<file path="src/rtl/airi5c_sign_minmax_pkg.sv">
// Shared FPU definitions: format widths, canonical NaNs, FCLASS bit
// positions and the min/max compare FSM state type.
package airi5c_fpu_pkg;

  localparam int EXP_W_32 = 8;
  localparam int EXP_W_64 = 11;
  localparam int MAN_W_32 = 23;
  localparam int MAN_W_64 = 52;

  // Exponent width for a given operand width (32 -> 8, 64 -> 11).
  function automatic int exp_w(input int flen);
    return (flen == 64) ? EXP_W_64 : EXP_W_32;
  endfunction

  // Stored mantissa width for a given operand width.
  function automatic int man_w(input int flen);
    return (flen == 64) ? MAN_W_64 : MAN_W_32;
  endfunction

  localparam logic [31:0] CANON_NAN_32 = 32'h7FC0_0000;
  localparam logic [63:0] CANON_NAN_64 = 64'h7FF8_0000_0000_0000;

  localparam int FCLASS_W    = 10;
  localparam int FC_NEG_INF  = 0;
  localparam int FC_NEG_NORM = 1;
  localparam int FC_NEG_SUB  = 2;
  localparam int FC_NEG_ZERO = 3;
  localparam int FC_POS_ZERO = 4;
  localparam int FC_POS_SUB  = 5;
  localparam int FC_POS_NORM = 6;
  localparam int FC_POS_INF  = 7;
  localparam int FC_SNAN     = 8;
  localparam int FC_QNAN     = 9;

  typedef enum logic {
    IDLE = 1'b0,
    CMP  = 1'b1
  } state_t;

endpackage

</file>
<file path="src/rtl/airi5c_sign_minmax_if.sv">
// Request/response bundle between the FPU issue logic and the
// sign-manipulation / min-max unit.
//
// Handshake: the master raises load together with exactly the op it wants
// (extra ops resolve by fixed priority) while busy=0; the unit answers with a
// one-cycle ready pulse, and float_out/nv are valid while ready=1. A load seen
// while busy=1 is dropped, so the master must hold the request until busy
// falls. kill aborts anything in flight and suppresses its ready pulse.
// state mirrors the internal compare FSM for observation only.
interface airi5c_sign_minmax_if #(
  parameter int FLEN = 32
);
  logic                    kill;
  logic                    load;
  logic                    op_sgnj;
  logic                    op_sgnjn;
  logic                    op_sgnjx;
  logic                    op_min;
  logic                    op_max;
  logic                    op_class;
  logic [FLEN-1:0]         a;
  logic [FLEN-1:0]         b;
  logic [FLEN-1:0]         float_out;
  logic                    nv;
  logic                    ready;
  logic                    busy;
  airi5c_fpu_pkg::state_t  state;

  modport master (
    output kill, load, op_sgnj, op_sgnjn, op_sgnjx, op_min, op_max, op_class, a, b,
    input  float_out, nv, ready, busy, state
  );

  modport slave (
    input  kill, load, op_sgnj, op_sgnjn, op_sgnjx, op_min, op_max, op_class, a, b,
    output float_out, nv, ready, busy, state
  );
endinterface

</file>
<file path="src/rtl/airi5c_sign_minmax_classify.sv">
// Combinational IEEE-754 operand classifier (airi5c_fp_classify), width set
// by FLEN (32 or 64).
module airi5c_fp_classify
  import airi5c_fpu_pkg::*;
#(
  parameter int FLEN = 32
) (
  input  logic [FLEN-1:0] a,
  output logic            is_zero,
  output logic            is_sub,
  output logic            is_inf,
  output logic            is_snan,
  output logic            is_qnan,
  output logic            sign
);
  localparam int EXP_W = exp_w(FLEN);
  localparam int MAN_W = man_w(FLEN);

  logic [EXP_W-1:0] exponent;
  logic [MAN_W-1:0] mantissa;
  logic             exp_ones;
  logic             exp_zero;
  logic             man_zero;

  assign exponent = a[FLEN-2 -: EXP_W];
  assign mantissa = a[MAN_W-1:0];
  assign exp_ones = &exponent;
  assign exp_zero = ~|exponent;
  assign man_zero = ~|mantissa;

  assign sign    = a[FLEN-1];
  assign is_zero = exp_zero & man_zero;
  assign is_sub  = exp_zero & ~man_zero;
  assign is_inf  = exp_ones & man_zero;
  // The top mantissa bit is the quiet bit; a NaN without it is signalling.
  assign is_snan = exp_ones & ~man_zero & ~mantissa[MAN_W-1];
  assign is_qnan = exp_ones & mantissa[MAN_W-1];
endmodule

</file>
<file path="src/rtl/airi5c_sign_minmax.sv">
// FPU sign injection (FSGNJ/FSGNJN/FSGNJX) and FMIN/FMAX unit.
// Sign ops finish one edge after load; min/max registers its operands and
// resolves in the CMP state one edge later.
// Optional: AIRI5C_FPU_FCLASS_EN enables the single-cycle FCLASS op.
module airi5c_sign_minmax
  import airi5c_fpu_pkg::*;
#(
  parameter int FLEN = 32
) (
  input logic                  clk,
  input logic                  n_reset,
  airi5c_sign_minmax_if.slave  bus
);
  if (FLEN != 32 && FLEN != 64) begin : g_bad_flen
    $error("airi5c_sign_minmax: FLEN must be 32 or 64");
  end

  localparam logic [63:0]     CANON_WIDE = (FLEN == 32) ? {32'h0, CANON_NAN_32} : CANON_NAN_64;
  localparam logic [FLEN-1:0] CANON_NAN  = CANON_WIDE[FLEN-1:0];

  state_t          state, state_nxt;
  logic [FLEN-1:0] float_q, float_nxt;
  logic [FLEN-1:0] a_q, a_q_nxt;
  logic [FLEN-1:0] b_q, b_q_nxt;
  logic            min_q, min_q_nxt;
  logic            nv_q, nv_nxt;
  logic            ready_q, ready_nxt;
  logic            busy_q, busy_nxt;

  // Operand A is classified from the live input while idle (FCLASS) and from
  // the captured operand during the compare; B is only ever needed captured.
  logic [FLEN-1:0] cls_a_in;
  logic a_zero, a_sub, a_inf, a_snan, a_qnan, a_sign;
  logic b_zero, b_sub, b_inf, b_snan, b_qnan, b_sign;

  assign cls_a_in = (state == CMP) ? a_q : bus.a;

  airi5c_fp_classify #(.FLEN(FLEN)) u_cls_a (
    .a(cls_a_in), .is_zero(a_zero), .is_sub(a_sub), .is_inf(a_inf),
    .is_snan(a_snan), .is_qnan(a_qnan), .sign(a_sign)
  );

  airi5c_fp_classify #(.FLEN(FLEN)) u_cls_b (
    .a(b_q), .is_zero(b_zero), .is_sub(b_sub), .is_inf(b_inf),
    .is_snan(b_snan), .is_qnan(b_qnan), .sign(b_sign)
  );

  logic a_nan, b_nan, a_lt_b, mm_nv;
  logic [FLEN-1:0] mm_result;

  assign a_nan = a_snan | a_qnan;
  assign b_nan = b_snan | b_qnan;
  assign mm_nv = a_snan | b_snan;

  // Sign-magnitude ordering; differing signs put -0 below +0 for free.
  always_comb begin
    a_lt_b = 1'b0;
    if (a_sign != b_sign) a_lt_b = a_sign;
    else if (!a_sign)     a_lt_b = (a_q[FLEN-2:0] < b_q[FLEN-2:0]);
    else                  a_lt_b = (a_q[FLEN-2:0] > b_q[FLEN-2:0]);
  end

  // Pick the min/max result, letting a lone NaN lose to the other operand.
  always_comb begin
    mm_result = a_q;
    if (a_nan && b_nan) mm_result = CANON_NAN;
    else if (a_nan)     mm_result = b_q;
    else if (b_nan)     mm_result = a_q;
    else if (min_q)     mm_result = a_lt_b ? a_q : b_q;
    else                mm_result = a_lt_b ? b_q : a_q;
  end

  logic unused_flags;
`ifdef AIRI5C_FPU_FCLASS_EN
  logic                a_norm;
  logic [FCLASS_W-1:0] class_vec;

  assign a_norm = ~(a_zero | a_sub | a_inf | a_snan | a_qnan);

  // One-hot FCLASS encoding of the live operand A.
  always_comb begin
    class_vec              = '0;
    class_vec[FC_NEG_INF]  = a_sign & a_inf;
    class_vec[FC_NEG_NORM] = a_sign & a_norm;
    class_vec[FC_NEG_SUB]  = a_sign & a_sub;
    class_vec[FC_NEG_ZERO] = a_sign & a_zero;
    class_vec[FC_POS_ZERO] = ~a_sign & a_zero;
    class_vec[FC_POS_SUB]  = ~a_sign & a_sub;
    class_vec[FC_POS_NORM] = ~a_sign & a_norm;
    class_vec[FC_POS_INF]  = ~a_sign & a_inf;
    class_vec[FC_SNAN]     = a_snan;
    class_vec[FC_QNAN]     = a_qnan;
  end

  assign unused_flags = ^{b_zero, b_sub, b_inf};
`else
  assign unused_flags = ^{b_zero, b_sub, b_inf, a_zero, a_sub, a_inf, bus.op_class};
`endif

  // Next-state and result selection: kill, then CMP completion, then load decode.
  always_comb begin
    state_nxt = state;
    float_nxt = float_q;
    nv_nxt    = nv_q;
    ready_nxt = 1'b0;
    busy_nxt  = busy_q;
    a_q_nxt   = a_q;
    b_q_nxt   = b_q;
    min_q_nxt = min_q;
    if (bus.kill) begin
      state_nxt = IDLE;
      float_nxt = '0;
      nv_nxt    = 1'b0;
      busy_nxt  = 1'b0;
    end else if (state == CMP) begin
      // Any load presented here is dropped; the compare always completes.
      state_nxt = IDLE;
      float_nxt = mm_result;
      nv_nxt    = mm_nv;
      ready_nxt = 1'b1;
      busy_nxt  = 1'b0;
    end else if (bus.load) begin
      if (bus.op_sgnj) begin
        float_nxt = {bus.b[FLEN-1], bus.a[FLEN-2:0]};
        nv_nxt    = 1'b0;
        ready_nxt = 1'b1;
      end else if (bus.op_sgnjn) begin
        float_nxt = {~bus.b[FLEN-1], bus.a[FLEN-2:0]};
        nv_nxt    = 1'b0;
        ready_nxt = 1'b1;
      end else if (bus.op_sgnjx) begin
        float_nxt = {bus.a[FLEN-1] ^ bus.b[FLEN-1], bus.a[FLEN-2:0]};
        nv_nxt    = 1'b0;
        ready_nxt = 1'b1;
      end else if (bus.op_min || bus.op_max) begin
        a_q_nxt   = bus.a;
        b_q_nxt   = bus.b;
        min_q_nxt = bus.op_min;
        state_nxt = CMP;
        busy_nxt  = 1'b1;
`ifdef AIRI5C_FPU_FCLASS_EN
      end else if (bus.op_class) begin
        float_nxt = {{(FLEN-FCLASS_W){1'b0}}, class_vec};
        nv_nxt    = 1'b0;
        ready_nxt = 1'b1;
`endif
      end else begin
        float_nxt = '0;
        nv_nxt    = 1'b0;
      end
    end
  end

  // State and output registers with asynchronous clear.
  always_ff @(posedge clk or negedge n_reset) begin
    if (!n_reset) begin
      state   <= IDLE;
      float_q <= '0;
      nv_q    <= 1'b0;
      ready_q <= 1'b0;
      busy_q  <= 1'b0;
      a_q     <= '0;
      b_q     <= '0;
      min_q   <= 1'b0;
    end else begin
      state   <= state_nxt;
      float_q <= float_nxt;
      nv_q    <= nv_nxt;
      ready_q <= ready_nxt;
      busy_q  <= busy_nxt;
      a_q     <= a_q_nxt;
      b_q     <= b_q_nxt;
      min_q   <= min_q_nxt;
    end
  end

  assign bus.float_out = float_q;
  assign bus.nv        = nv_q;
  assign bus.ready     = ready_q;
  assign bus.busy      = busy_q;
  assign bus.state     = state;
endmodule

</file>
<file path="src/flat_wrapper.sv">
// flat-port wrapper written by rule: the top's interface ports become plain ports
module airi5c_sign_minmax_flat import airi5c_fpu_pkg::*;
#(
  parameter int FLEN = 32
)
  (clk, n_reset, bus_kill, bus_load, bus_op_sgnj, bus_op_sgnjn, bus_op_sgnjx, bus_op_min, bus_op_max, bus_op_class, bus_a, bus_b, bus_float_out, bus_nv, bus_ready, bus_busy, bus_state);
  airi5c_sign_minmax_if #(.FLEN(FLEN)) bus_i ();
  input logic clk;
  input logic n_reset;
  input wire logic [$bits(bus_i.kill)-1:0] bus_kill;
  input wire logic [$bits(bus_i.load)-1:0] bus_load;
  input wire logic [$bits(bus_i.op_sgnj)-1:0] bus_op_sgnj;
  input wire logic [$bits(bus_i.op_sgnjn)-1:0] bus_op_sgnjn;
  input wire logic [$bits(bus_i.op_sgnjx)-1:0] bus_op_sgnjx;
  input wire logic [$bits(bus_i.op_min)-1:0] bus_op_min;
  input wire logic [$bits(bus_i.op_max)-1:0] bus_op_max;
  input wire logic [$bits(bus_i.op_class)-1:0] bus_op_class;
  input wire logic [$bits(bus_i.a)-1:0] bus_a;
  input wire logic [$bits(bus_i.b)-1:0] bus_b;
  output wire logic [$bits(bus_i.float_out)-1:0] bus_float_out;
  output wire logic [$bits(bus_i.nv)-1:0] bus_nv;
  output wire logic [$bits(bus_i.ready)-1:0] bus_ready;
  output wire logic [$bits(bus_i.busy)-1:0] bus_busy;
  output wire logic [$bits(bus_i.state)-1:0] bus_state;
  assign bus_i.kill = bus_kill;
  assign bus_i.load = bus_load;
  assign bus_i.op_sgnj = bus_op_sgnj;
  assign bus_i.op_sgnjn = bus_op_sgnjn;
  assign bus_i.op_sgnjx = bus_op_sgnjx;
  assign bus_i.op_min = bus_op_min;
  assign bus_i.op_max = bus_op_max;
  assign bus_i.op_class = bus_op_class;
  assign bus_i.a = bus_a;
  assign bus_i.b = bus_b;
  assign bus_float_out = bus_i.float_out;
  assign bus_nv = bus_i.nv;
  assign bus_ready = bus_i.ready;
  assign bus_busy = bus_i.busy;
  assign bus_state = bus_i.state;
  airi5c_sign_minmax #(.FLEN(FLEN)) u_core (.clk(clk), .n_reset(n_reset), .bus(bus_i));
endmodule
</file>
<file path="config.mk">
export PLATFORM = sky130hd
export DESIGN_NAME = airi5c_sign_minmax_flat
export DESIGN_NICKNAME = d
export VERILOG_FILES = /design/src/rtl/airi5c_sign_minmax_pkg.sv /design/src/rtl/airi5c_sign_minmax_if.sv /design/src/rtl/airi5c_sign_minmax_classify.sv /design/src/rtl/airi5c_sign_minmax.sv /design/src/flat_wrapper.sv
export SDC_FILE = /design/constraint.sdc
export NUM_CORES = 1
export LEC_CHECK = 0
export BUFFER_PORTS_ARGS = -buffer_cell sky130_fd_sc_hd__buf_2
export CAP_MARGIN = 20
export CORE_MARGIN = 5
export CORE_UTILIZATION = 24
export DETAILED_ROUTE_END_ITERATION = 10
export PLACE_DENSITY = 0.37
export SKIP_LAST_GASP = 1
export SYNTH_ARGS = -nofsm -noshare
export SYNTH_HDL_FRONTEND = slang
export SYNTH_SLANG_ARGS = --single-unit
export TNS_END_PERCENT = 5
</file>
<file path="constraint.sdc">
create_clock -name clk -period 7.7 [get_ports clk]
set_input_delay 0.385 -clock clk [delete_from_list [all_inputs] [get_ports clk]]
set_output_delay 0.385 -clock clk [all_outputs]
set_load 0.02 [all_outputs]
</file>
==> impl_summary.log <==
[metrics] status: complete, no violations
[metrics] CTS resizes: 0
[metrics] fraction of power spent switching nets: 39.4%
[metrics] number of antenna repair diodes: 0
[metrics] Die ar.: 0.0277 sq mm
[metrics] leading cell types by total area after synthesis: sky130_fd_sc_hd__dfrtp_1 43%, sky130_fd_sc_hd__ha_1 6.6%, sky130_fd_sc_hd__mux2_2 6.5%
[metrics] core box area: 0.0242 sq mm
[metrics] boundary pin count: 110
[metrics] Antenna Violating Nets Remaining: 0
[metrics] f_max: 268 MHz
[metrics] total overflow reported by the global router: 0
[metrics] clock share of power: 23.8%
[metrics] worst-case clock skew: 0.0107 ns
[metrics] Clk Tree Root Cell: sky130_fd_sc_hd__clkbuf_16
[metrics] post-CTS clock slew at the launch and capture registers of the worst setup and hold paths: 0.07 ns
[metrics] clock sink count: 101
[metrics] summed area of non-filler cells in the final layout: 0.00708 sq mm
[metrics] total cell area at the placement stage: 0.00673 sq mm
[metrics] DRC violations left: 0
[metrics] Setup-failing EPs final: 0
[metrics] cell count after synthesis: 613
[metrics] number of unique standard cell types used by synthesis: 54
[metrics] CP max FO: 21
[metrics] pin count of the biggest net entering global routing: 73
[metrics] beginning of the critical path: u_core.b_q[8]
[metrics] weighted congestion at the end of routability-driven global placement: 0.848
[metrics] number of buffers on the longest clock path: 2
[metrics] power per cell area: 267 mW/mm^2
[metrics] combinational fraction of design power: 37.7%
[metrics] FF+latch count, synth: 101
[metrics] count of maximum capacitance violations: 0
[metrics] Seq pwr share: 38.5%
[metrics] share of synthesized area occupied by flip-flops and latches: 43.0%
[metrics] Synthesized Nets: 718
[metrics] average via count per standard cell: 4.91
[metrics] CP Cell Sequence: inv_1 -> ha_1 -> a211oi_1 -> nor2_1 -> o31ai_1 -> nand3_1 -> a211oi_4 -> mux2i_2 -> buf_4 -> a21oi_1 -> a21oi_2 -> o22ai_1
[metrics] TritonCTS buffer count: 9
[metrics] vertical extent of the die: 166 um
[metrics] arrival time at the worst endpoint: 3.93 ns
[metrics] maximum single-stage delay on the critical path: 0.52 ns
[metrics] wire length of the first global-routing pass: 31,900 um
[metrics] HPWL reported at the end of detailed placement: 15,200 um
[metrics] number of nets in the layout: 814
[metrics] design internal power: 1.14 mW
[metrics] startpoint of the most critical hold path: bus_b[28]
[metrics] share of final-layout standard cells stronger than drive strength 1: 31.0%
[metrics] wire per inst: 19.9 um
[metrics] Critical Setup Path Class: register to register
[metrics] final wirelength: 20,700 um
[metrics] worst reg2reg startpoint: u_core.b_q[8]
[metrics] average cell area after synthesis: 9.58 sq um
[metrics] mapped cell area: 0.00587 sq mm
[metrics] setup repair after global routing missed its margin: no
[metrics] buffers added on ports: 108
[metrics] count of final hold-check violations: 0
[metrics] Total Negative Setup Slacks: 0 ns
[metrics] insertion delay to the later sink of the worst-skew pair: 0.35 ns
[metrics] GRT Overall Usage: 14.6%
[metrics] relative max-transition margin: 33.8%
[metrics] H-Tree Depth: 3
[metrics] path category of the worst min-delay check: input port to register
[metrics] Leak: 3.18 nW
[metrics] switching power of the nets: 0.744 mW
[metrics] detailed-route via count: 5,092
[metrics] Initial DRT Pass Iterations: 6
[metrics] initial core utilization: 24.3%
[metrics] max-slew violations: 0
[metrics] row count: 57
[metrics] endpoint kind of the worst setup timing path: register
[metrics] VDD IR-drop max: 0.000108 V
[metrics] pin slew with the least headroom to its limit: 0.990 ns
[metrics] signed area change from the synthesized netlist to the final layout: 20.4%
[metrics] time the worst path needs with I/O delays and setup: 3.73 ns
[metrics] starting DRC count in detailed routing: 338
[metrics] vias in the first global route: 5,371
[metrics] number of antenna violations at the first check in global routing: 0
[metrics] Yosys top cell by area: sky130_fd_sc_hd__dfrtp_1
[metrics] area fraction of the dominant cell type after synthesis: 43.0%
[metrics] Slowest-stage cell, CP: sky130_fd_sc_hd__mux2i_2
[metrics] Synth warnings: 0
[metrics] count of fill cells added during filler insertion: 2,565
[metrics] worst path required time: 7.90 ns
[metrics] die span in x: 166 um
[metrics] critical path startpoint category: register
[metrics] period utilization: 48.4%
[metrics] CTS tree: done
per-stage QoR:
stage | total power, mW | setup WS [ns] | instances | hold WS, ns | utilization [%]
3_3_place_gp | 1.44 | 3.99 | 1018 | 0.345 | 27.8
2_1_floorplan | 1.25 | 4.95 | 613 | 0.0894 | -
6_report | 1.89 | 3.97 | 1038 | 0.238 | 29.3
5_1_grt | 2.02 | 3.68 | 1038 | 0.241 | 29.3
4_1_cts | 1.91 | 3.98 | 1036 | 0.231 | 29.0
3_5_place_dp | 1.45 | 4.01 | 1019 | 0.356 | 27.8
registers in the layout, indices dropped and copies added (netlist names):
| name | cells |
|---|---|
| u_core.a_q | 32 |
| u_core.b_q | 32 |
| u_core.bus.busy | 1 |
| u_core.bus.float_out | 32 |
| u_core.bus.nv | 1 |
| u_core.bus.ready | 1 |
| u_core.bus.state | 1 |
| u_core.min_q | 1 |
Yosys cell counts (all sizes together):
master    n
a211o     1
a211oi    4
a21boi    1
a21o      2
a21oi   104
a22o      1
a22oi     1
a311oi    2
a31oi     1
a32o      1
and2      1
and3     23
and4      1
buf       7
clkbuf   27
clkinv    1
dfrtp   101
ha       31
inv      35
mux2     35
mux2i     2
nand2    50
nand2b    2
nand3    13
nand3b    1
nand4    12
nor2     33
nor3      8
nor3b     3
nor4     17
nor4b     1
o21a      9
o21ai    52
o221ai    1
o22ai    24
o31ai     2
or3       2
xnor2     1
power groups by stage:
stage | sequential [mW] | clock, mW | combinational [mW]
after CTS | 0.726 | 0.465 | 0.720
after floorplan | 0.718 | 0 | 0.536
after global placement | 0.734 | 0 | 0.704
after detailed placement | 0.736 | 0 | 0.715
final | 0.727 | 0.449 | 0.712
after global routing | 0.740 | 0.486 | 0.795
cells in the final DEF, fill, tap and decap left out, drive strengths merged, types with 24 or more instances in the layout:
master / instances
nor2: 33
ha: 31
nand2: 50
a21oi: 104
mux2: 35
o22ai: 24
o21ai: 52
buf: 118
dfrtp: 101
inv: 35
critical path: cells and delay by family, from the launching register on:
family | cells | cell delay, ns
fa+ha+maj | 1 | 0.27
buf+inv | 2 | 0.58
compound gates | 6 | 1.49
mux | 1 | 0.52
simple gates | 2 | 0.34
flops | 1 | 0.38
cells by family (layout without fill, tap and decap cells):
kind of cell    Yosys count  after routing  synth area share, %
compound gates          206            206                 22.9
simple gates            167            167                 14.8
flops                   101            101                 43.0
buf+inv                  70            171                 5.39
mux                      37             37                 7.11
fa+ha+maj                31             31                 6.60
xor+xnor                  1              1                0.149
cell type report:
type,instances,area [sq um],area share (%)
Multi-Input combinational cell,442,3050,43.1
Clock buffer,13,260,3.68
Tap cell,324,405,5.73
Timing Repair Buffer,119,676,9.55
Clock inverter,3,20.0,0.283
Inverter,36,135,1.91
Sequential cell,101,2530,35.7
path summary, 6_finish.rpt:
kind / to / slack, ns / cells past startpoint
min in group asynchronous: u_core.b_q[17] / 0.53 / 2
worst max-delay path: u_core.bus.float_out[2] / 3.97 / 12
max in group asynchronous: u_core.bus.float_out[5] / 6.08 / 4
worst min-delay path: u_core.b_q[28] / 0.24 / 3
worst max register to register: u_core.bus.float_out[2] / 3.97 / 12
worst min register to register: u_core.bus.busy / 0.51 / 1
routing by layer:
metal / wire length (um) / global-route usage (%) / part of all wire (%) / up-vias
met2: 9650 / 23.7 / 47 / 147
li1: - / - / - / 2413
met5: 0 / 0 / 0 / -
met4: 577 / 5.44 / 2.8 / 0
met1: 9680 / 19.8 / 47 / 2492
met3: 759 / 2.30 / 3.7 / 40
repair_timing:
action                                 CTS  global route
hold buffers                             1             0
endpoints found under the hold margin   29             0
buffers inserted                         0             0
No activity file was read; power rests on OpenSTA's default activity.
